--- config.mk ---
export PLATFORM = sky130hd
export DESIGN_NAME = cacheline_burst_adapter
export DESIGN_NICKNAME = d
export VERILOG_FILES = /design/src/rtl/cacheline_burst_adapter.sv
export SDC_FILE = /design/constraint.sdc
export NUM_CORES = 1
export LEC_CHECK = 0
export ABC_AREA = 1
export CAP_MARGIN = 20
export CORE_AREA = 2 2 299 301
export DETAILED_ROUTE_END_ITERATION = 10
export DIE_AREA = 0 0 301 303
export PLACE_DENSITY = 0.54
export SLEW_MARGIN = 20
export SYNTH_ARGS = -nofsm -noshare
export SYNTH_HDL_FRONTEND = slang
export SYNTH_SLANG_ARGS = --single-unit
--- constraint.sdc ---
create_clock -name clk -period 20.7 [get_ports clk]
set_clock_uncertainty 0.15 [all_clocks]
set_input_delay 3.105 -clock clk [delete_from_list [all_inputs] [get_ports clk]]
set_output_delay 3.105 -clock clk [all_outputs]
set_load 0.03 [all_outputs]
--- src/rtl/cacheline_burst_adapter.sv ---
// Bridges one 256-bit cache line fill/writeback to a 4-beat 64-bit burst memory port.
// Optional completion counters are built when CACHELINE_ADAPTER_PERF_CNT_EN is defined.
module cacheline_burst_adapter #(
  parameter int s_offset = 5,
  parameter int s_line   = 256,
  parameter int s_burst  = 64
) (
  input  logic                clk,
  input  logic                rst,
  input  logic [s_line-1:0]   line_i,
  output logic [s_line-1:0]   line_o,
  input  logic [31:0]         address_i,
  input  logic                read_i,
  input  logic                write_i,
  output logic                resp_o,
  input  logic [s_burst-1:0]  burst_i,
  output logic [s_burst-1:0]  burst_o,
  output logic [31:0]         address_o,
  output logic                read_o,
  output logic                write_o,
  input  logic                resp_i,
  output logic [31:0]         rd_count_o,
  output logic [31:0]         wr_count_o
);

  localparam int num_beats = s_line / s_burst;
  localparam int cnt_w     = $clog2(num_beats);
  localparam logic [cnt_w-1:0] last_beat = cnt_w'(num_beats - 1);

  typedef enum logic [2:0] {
    IDLE,
    RD_BURST,
    RD_DONE,
    WR_BURST,
    WR_DONE
  } state_t;

  state_t              state;
  logic [cnt_w-1:0]    cnt;
  logic [s_line-1:0]   buffer;
  logic [31:0]         line_addr;

  // Offset bits are discarded; bursts always start on a line boundary.
  logic unused_addr_bits;
  assign unused_addr_bits = ^address_i[s_offset-1:0];
  assign line_addr = {address_i[31:s_offset], {s_offset{1'b0}}};

  always_ff @(posedge clk or posedge rst) begin
    if (rst) begin
      state     <= IDLE;
      cnt       <= '0;
      buffer    <= '0;
      line_o    <= '0;
      address_o <= '0;
      read_o    <= 1'b0;
      write_o   <= 1'b0;
      resp_o    <= 1'b0;
    end else begin
      resp_o <= 1'b0;
      case (state)
        IDLE: begin
          cnt <= '0;
          if (write_i) begin
            state     <= WR_BURST;
            buffer    <= line_i;
            address_o <= line_addr;
            write_o   <= 1'b1;
          end else if (read_i) begin
            state     <= RD_BURST;
            address_o <= line_addr;
            read_o    <= 1'b1;
          end
        end
        RD_BURST: begin
          if (resp_i) begin
            buffer[cnt*s_burst +: s_burst] <= burst_i;
            if (cnt == last_beat) begin
              // The final beat is the top slice, so the line is complete with it.
              line_o <= {burst_i, buffer[s_line-s_burst-1:0]};
              state  <= RD_DONE;
              read_o <= 1'b0;
              resp_o <= 1'b1;
              cnt    <= '0;
            end else begin
              cnt <= cnt + 1'b1;
            end
          end
        end
        RD_DONE: state <= IDLE;
        WR_BURST: begin
          if (resp_i) begin
            if (cnt == last_beat) begin
              state   <= WR_DONE;
              write_o <= 1'b0;
              resp_o  <= 1'b1;
              cnt     <= '0;
            end else begin
              cnt <= cnt + 1'b1;
            end
          end
        end
        WR_DONE: state <= IDLE;
        default: begin
          state   <= IDLE;
          read_o  <= 1'b0;
          write_o <= 1'b0;
        end
      endcase
    end
  end

  // write_o is high exactly while a writeback beat is being offered.
  assign burst_o = write_o ? buffer[cnt*s_burst +: s_burst] : '0;

`ifdef CACHELINE_ADAPTER_PERF_CNT_EN
  logic [31:0] rd_count_q;
  logic [31:0] wr_count_q;

  always_ff @(posedge clk or posedge rst) begin
    if (rst) begin
      rd_count_q <= '0;
      wr_count_q <= '0;
    end else begin
      if (state == RD_DONE) rd_count_q <= rd_count_q + 32'd1;
      if (state == WR_DONE) wr_count_q <= wr_count_q + 32'd1;
    end
  end

  assign rd_count_o = rd_count_q;
  assign wr_count_o = wr_count_q;
`else
  assign rd_count_o = '0;
  assign wr_count_o = '0;
`endif

endmodule

==> impl_results.rst <==
.. list-table::
   :header-rows: 1

   * - Metric
     - Value
   * - Run status
     - completed
   * - Total power
     - 6.558 mW
   * - Total Die Area
     - 91200 um2
   * - Setup slack of the most critical reg-to-reg path
     - 15.95 ns
   * - All-layer global routing usage
     - 26.33%
   * - Internal portion of total power
     - 3.322 mW
   * - DP HPWL
     - 77090 um
   * - Worst setup EP type
     - output pin
   * - Sinks on the clock net
     - 547
   * - Actual transition at the worst max-transition pin
     - 1.222 ns
   * - Maximum VDD drop
     - 0.0001409 V
   * - Largest stage delay, worst path
     - 0.76 ns
   * - Flop pwr share
     - 27.2%
   * - Yosys warning total
     - 0
   * - Unrepaired setup endpoints after global routing
     - false
   * - Multiplexer share of the synthesized area
     - 0%
   * - Routability-driven placement congestion ratio
     - 0.8416
   * - Ratio of final minimum period to clock period
     - 35.74%
   * - CTS Root Cell
     - sky130_fd_sc_hd__clkbuf_16
   * - Proportion of total power due to net switching
     - 49.34%
   * - Syn Std Cell Area
     - 28370 um2
   * - Number of DRC violations after detailed-routing iteration 0
     - 2302
   * - Fraction of final layout cells with drive strength greater than 1
     - 3.992%
   * - Cells resized by post-CTS repair
     - 0
   * - Total power density per cell area
     - 172.2 nW/um2
   * - Commonest cells after routing, fill and taps aside
     - sky130_fd_sc_hd__nand2_1, sky130_fd_sc_hd__clkdlybuf4s50_1, sky130_fd_sc_hd__dfrtp_1
   * - Total wirelength of the detailed-routed design
     - 123200 um
   * - MaxCap Viol Count
     - 0
   * - Maximum buffer depth of the clock tree
     - 3
   * - Via density per instance
     - 4.918
   * - Std-Cell Rows
     - 109
   * - Worst-path cell chain
     - buf_12 > buf_4 > nor2_1 > nor2_1 > o21ai_0 > a21oi_1 > clkdlybuf4s50_1
   * - Fraction of the mapped netlist area in adder cells
     - 0.2205%
   * - Clk Latency, worst-skew pair
     - 0.61 ns
   * - Area added between synthesis and finish
     - 34.26%
   * - Pre-Repair DR Iteration Count
     - 6
   * - Hold-fix buffer count after cts
     - 0
   * - CP delay by family, top
     - buffers and inverters
   * - Via count
     - 28200
   * - Placed inst area
     - 35740 um2
   * - Peak fanout along the critical path
     - 172
   * - Logic gate share of total power
     - 53.6%
   * - Crit path top cell by count
     - sky130_fd_sc_hd__nor2_1
   * - Total congestion overflow
     - 0
   * - CTS buffer count
     - 68
   * - Sequential-to-total area share from yosys stat
     - 48.24%
   * - Max Fclk
     - 135.2 MHz
   * - H-tree lvl count
     - 3
   * - Placement-stage worst setup slack
     - 13.47 ns
   * - Crit Path Category
     - flip-flop to output pin
   * - I/O pin cnt
     - 776
   * - Die H
     - 303 um
   * - Synthesized-area fraction occupied by ao, oa, aoi and oai cells
     - 11.11%
   * - Xor and xnor area share after synthesis
     - 0%
   * - Number of antenna violations at the first check in global routing
     - 13
   * - Effective utilization at floorplan
     - 32.25%
   * - Setup bufs post-CTS
     - 0
   * - Kind of path behind the tightest hold check
     - flip-flop to flip-flop
   * - Largest net degree at the start of global routing
     - 173
   * - Time the final worst path needs with I/O delays and setup
     - 7.398 ns
   * - Final worst slack
     - 13.30 ns
   * - Fin nets
     - 4867
   * - Combinational family with the most area after synthesis
     - simple AND/OR/NAND/NOR gates
   * - Detail-routed net length per standard cell
     - 21.48 um
   * - Worst path buffer plus inverter count
     - 3
   * - Post-synthesis instance total
     - 3977
   * - TritonCTS clock tree
     - built
   * - Worst-path clk slew
     - 0.06 ns
   * - Clk network pwr share
     - 19.1%
   * - Setup-failing EPs final
     - 0
   * - Area of all placed cells without fillers
     - 38090 um2
   * - Cell leakage power
     - 18.80 nW
   * - Netlist cell types
     - 27
   * - Horizontal die dimension
     - 301 um
   * - Endpoint arrival time on the critical path
     - 4.14 ns
   * - Residual antenna-violating net count after detailed routing
     - 0
   * - Type of element launching the critical path
     - flip-flop
   * - Area of the placeable core
     - 87970 um2
   * - Global-route wire length before repair
     - 180600 um
   * - Total of flip-flops plus latches after synthesis
     - 547
   * - Area fraction in and, or, nand and nor cells after synthesis
     - 30.10%
   * - Commonest non-fill, non-tap cell in the layout
     - sky130_fd_sc_hd__nand2_1
   * - Slowest-stage cell, CP
     - sky130_fd_sc_hd__buf_4
   * - Worst slew slack as a fraction of its limit
     - 18.57%
   * - Power spent charging and discharging nets
     - 3.235 mW
   * - Remaining routing DRC violations
     - 0
   * - Aggregate negative setup slack
     - 0 ns
   * - Number of input and output port buffers inserted
     - 701
   * - Count of endpoints failing hold in the final timing report
     - 0
   * - Synth Area per Inst
     - 7.134 um2
   * - Vias in the first global route
     - 26980
   * - Number of inserted filler cells in the final layout
     - 9201
   * - Number of max-slew violations in the final report
     - 0
   * - CP Data Required Time
     - 17.44 ns
[cell usage after synthesis (all sizes together)]
library cell / number / area share (%)
clkbuf: 114 / 1.5
o21ai: 478 / 8.4
conb: 1 / 0.013
buf: 237 / 4.9
nand3b: 2 / 0.053
ha: 5 / 0.22
clkinv: 1 / 0.013
a21oi: 151 / 2.7
dfrtp: 547 / 48
nand3: 331 / 5.9
inv: 297 / 3.9
nor2: 92 / 1.3
nor3: 1 / 0.018
nand4: 2 / 0.044
nand2: 1718 / 23
[power by group through the flow]
stage | logic [mW] | clock network, mW | registers [mW]
finish | 3.52 | 1.25 | 1.79
global route | 3.83 | 1.33 | 1.84
CTS | 3.54 | 1.28 | 1.78
detailed placement | 3.53 | 0 | 1.80
global placement | 3.51 | 0 | 1.79
floorplan | 1.81 | 0 | 2.12
[worst paths after layout]
check,start,to,depth (start not counted)
hold reg to reg,line_o[197]$_DFFE_PP0P_,line_o[197]$_DFFE_PP0P_,2
min in group asynchronous,rst,line_o[248]$_DFFE_PP0P_,2
hold / removal,line_o[197]$_DFFE_PP0P_,line_o[197]$_DFFE_PP0P_,2
setup / recovery,cnt[0]$_DFFE_PP0P_,burst_o[41],7
max in group asynchronous,rst,buffer[223]$_DFFE_PP0P_,4
setup reg to reg,cnt[0]$_DFFE_PP0P_,buffer[56]$_DFFE_PP0P_,9
[tightest hold or removal path, cell delays in order, from the launching register on]
cell                      delay, ns
sky130_fd_sc_hd__dfrtp_1       0.34
sky130_fd_sc_hd__nand2_1       0.05
sky130_fd_sc_hd__nand2_1       0.04
[state kept, by name, summed over array words and instances, names as in the netlist]
signal	count
address_o	27
buffer	256
cnt	2
line_o	256
read_o	1
resp_o	1
state	3
write_o	1
[cells by family (layout without fill, tap and decap cells)]
group	after synthesis	count (layout)
and+or+nand+nor	2146	2146
adders and majority gates	5	5
AOI/OAI and AO/OA	629	629
DFF	547	547
buffers and inverters	649	1163
other	1	78
[area by class of cell]
type | instances | area [um2] | area share, %
clock inverters | 24 | 294.0 | 0.7719
inverters | 298 | 1135 | 2.979
flip-flops and latches | 547 | 13700 | 35.95
diodes | 9 | 22.52 | 0.05913
multi-input cells | 2849 | 12090 | 31.75
clock buffers | 100 | 2034 | 5.341
well taps | 1165 | 1458 | 3.827
repair buffers | 741 | 7358 | 19.32
[routing by layer]
layer	vias up	track usage [%]	routed length, um
met5	-	0	80
met4	14	10.05	4052
met1	13430	34.54	51320
met3	223	5.449	9475
li1	13410	-	-
met2	1122	42.74	58240
[through the flow]
stage,hold WS (ns),utilization [%],std cells
after global routing,0.3359,43.29,5730
after CTS,0.3226,43.27,5724
final,0.3179,43.30,5733
after global placement,0.3037,40.63,5600
after detailed placement,0.3072,40.63,5600
after floorplan,0.2936,-,4045
No activity file was read; power rests on OpenSTA's default activity.
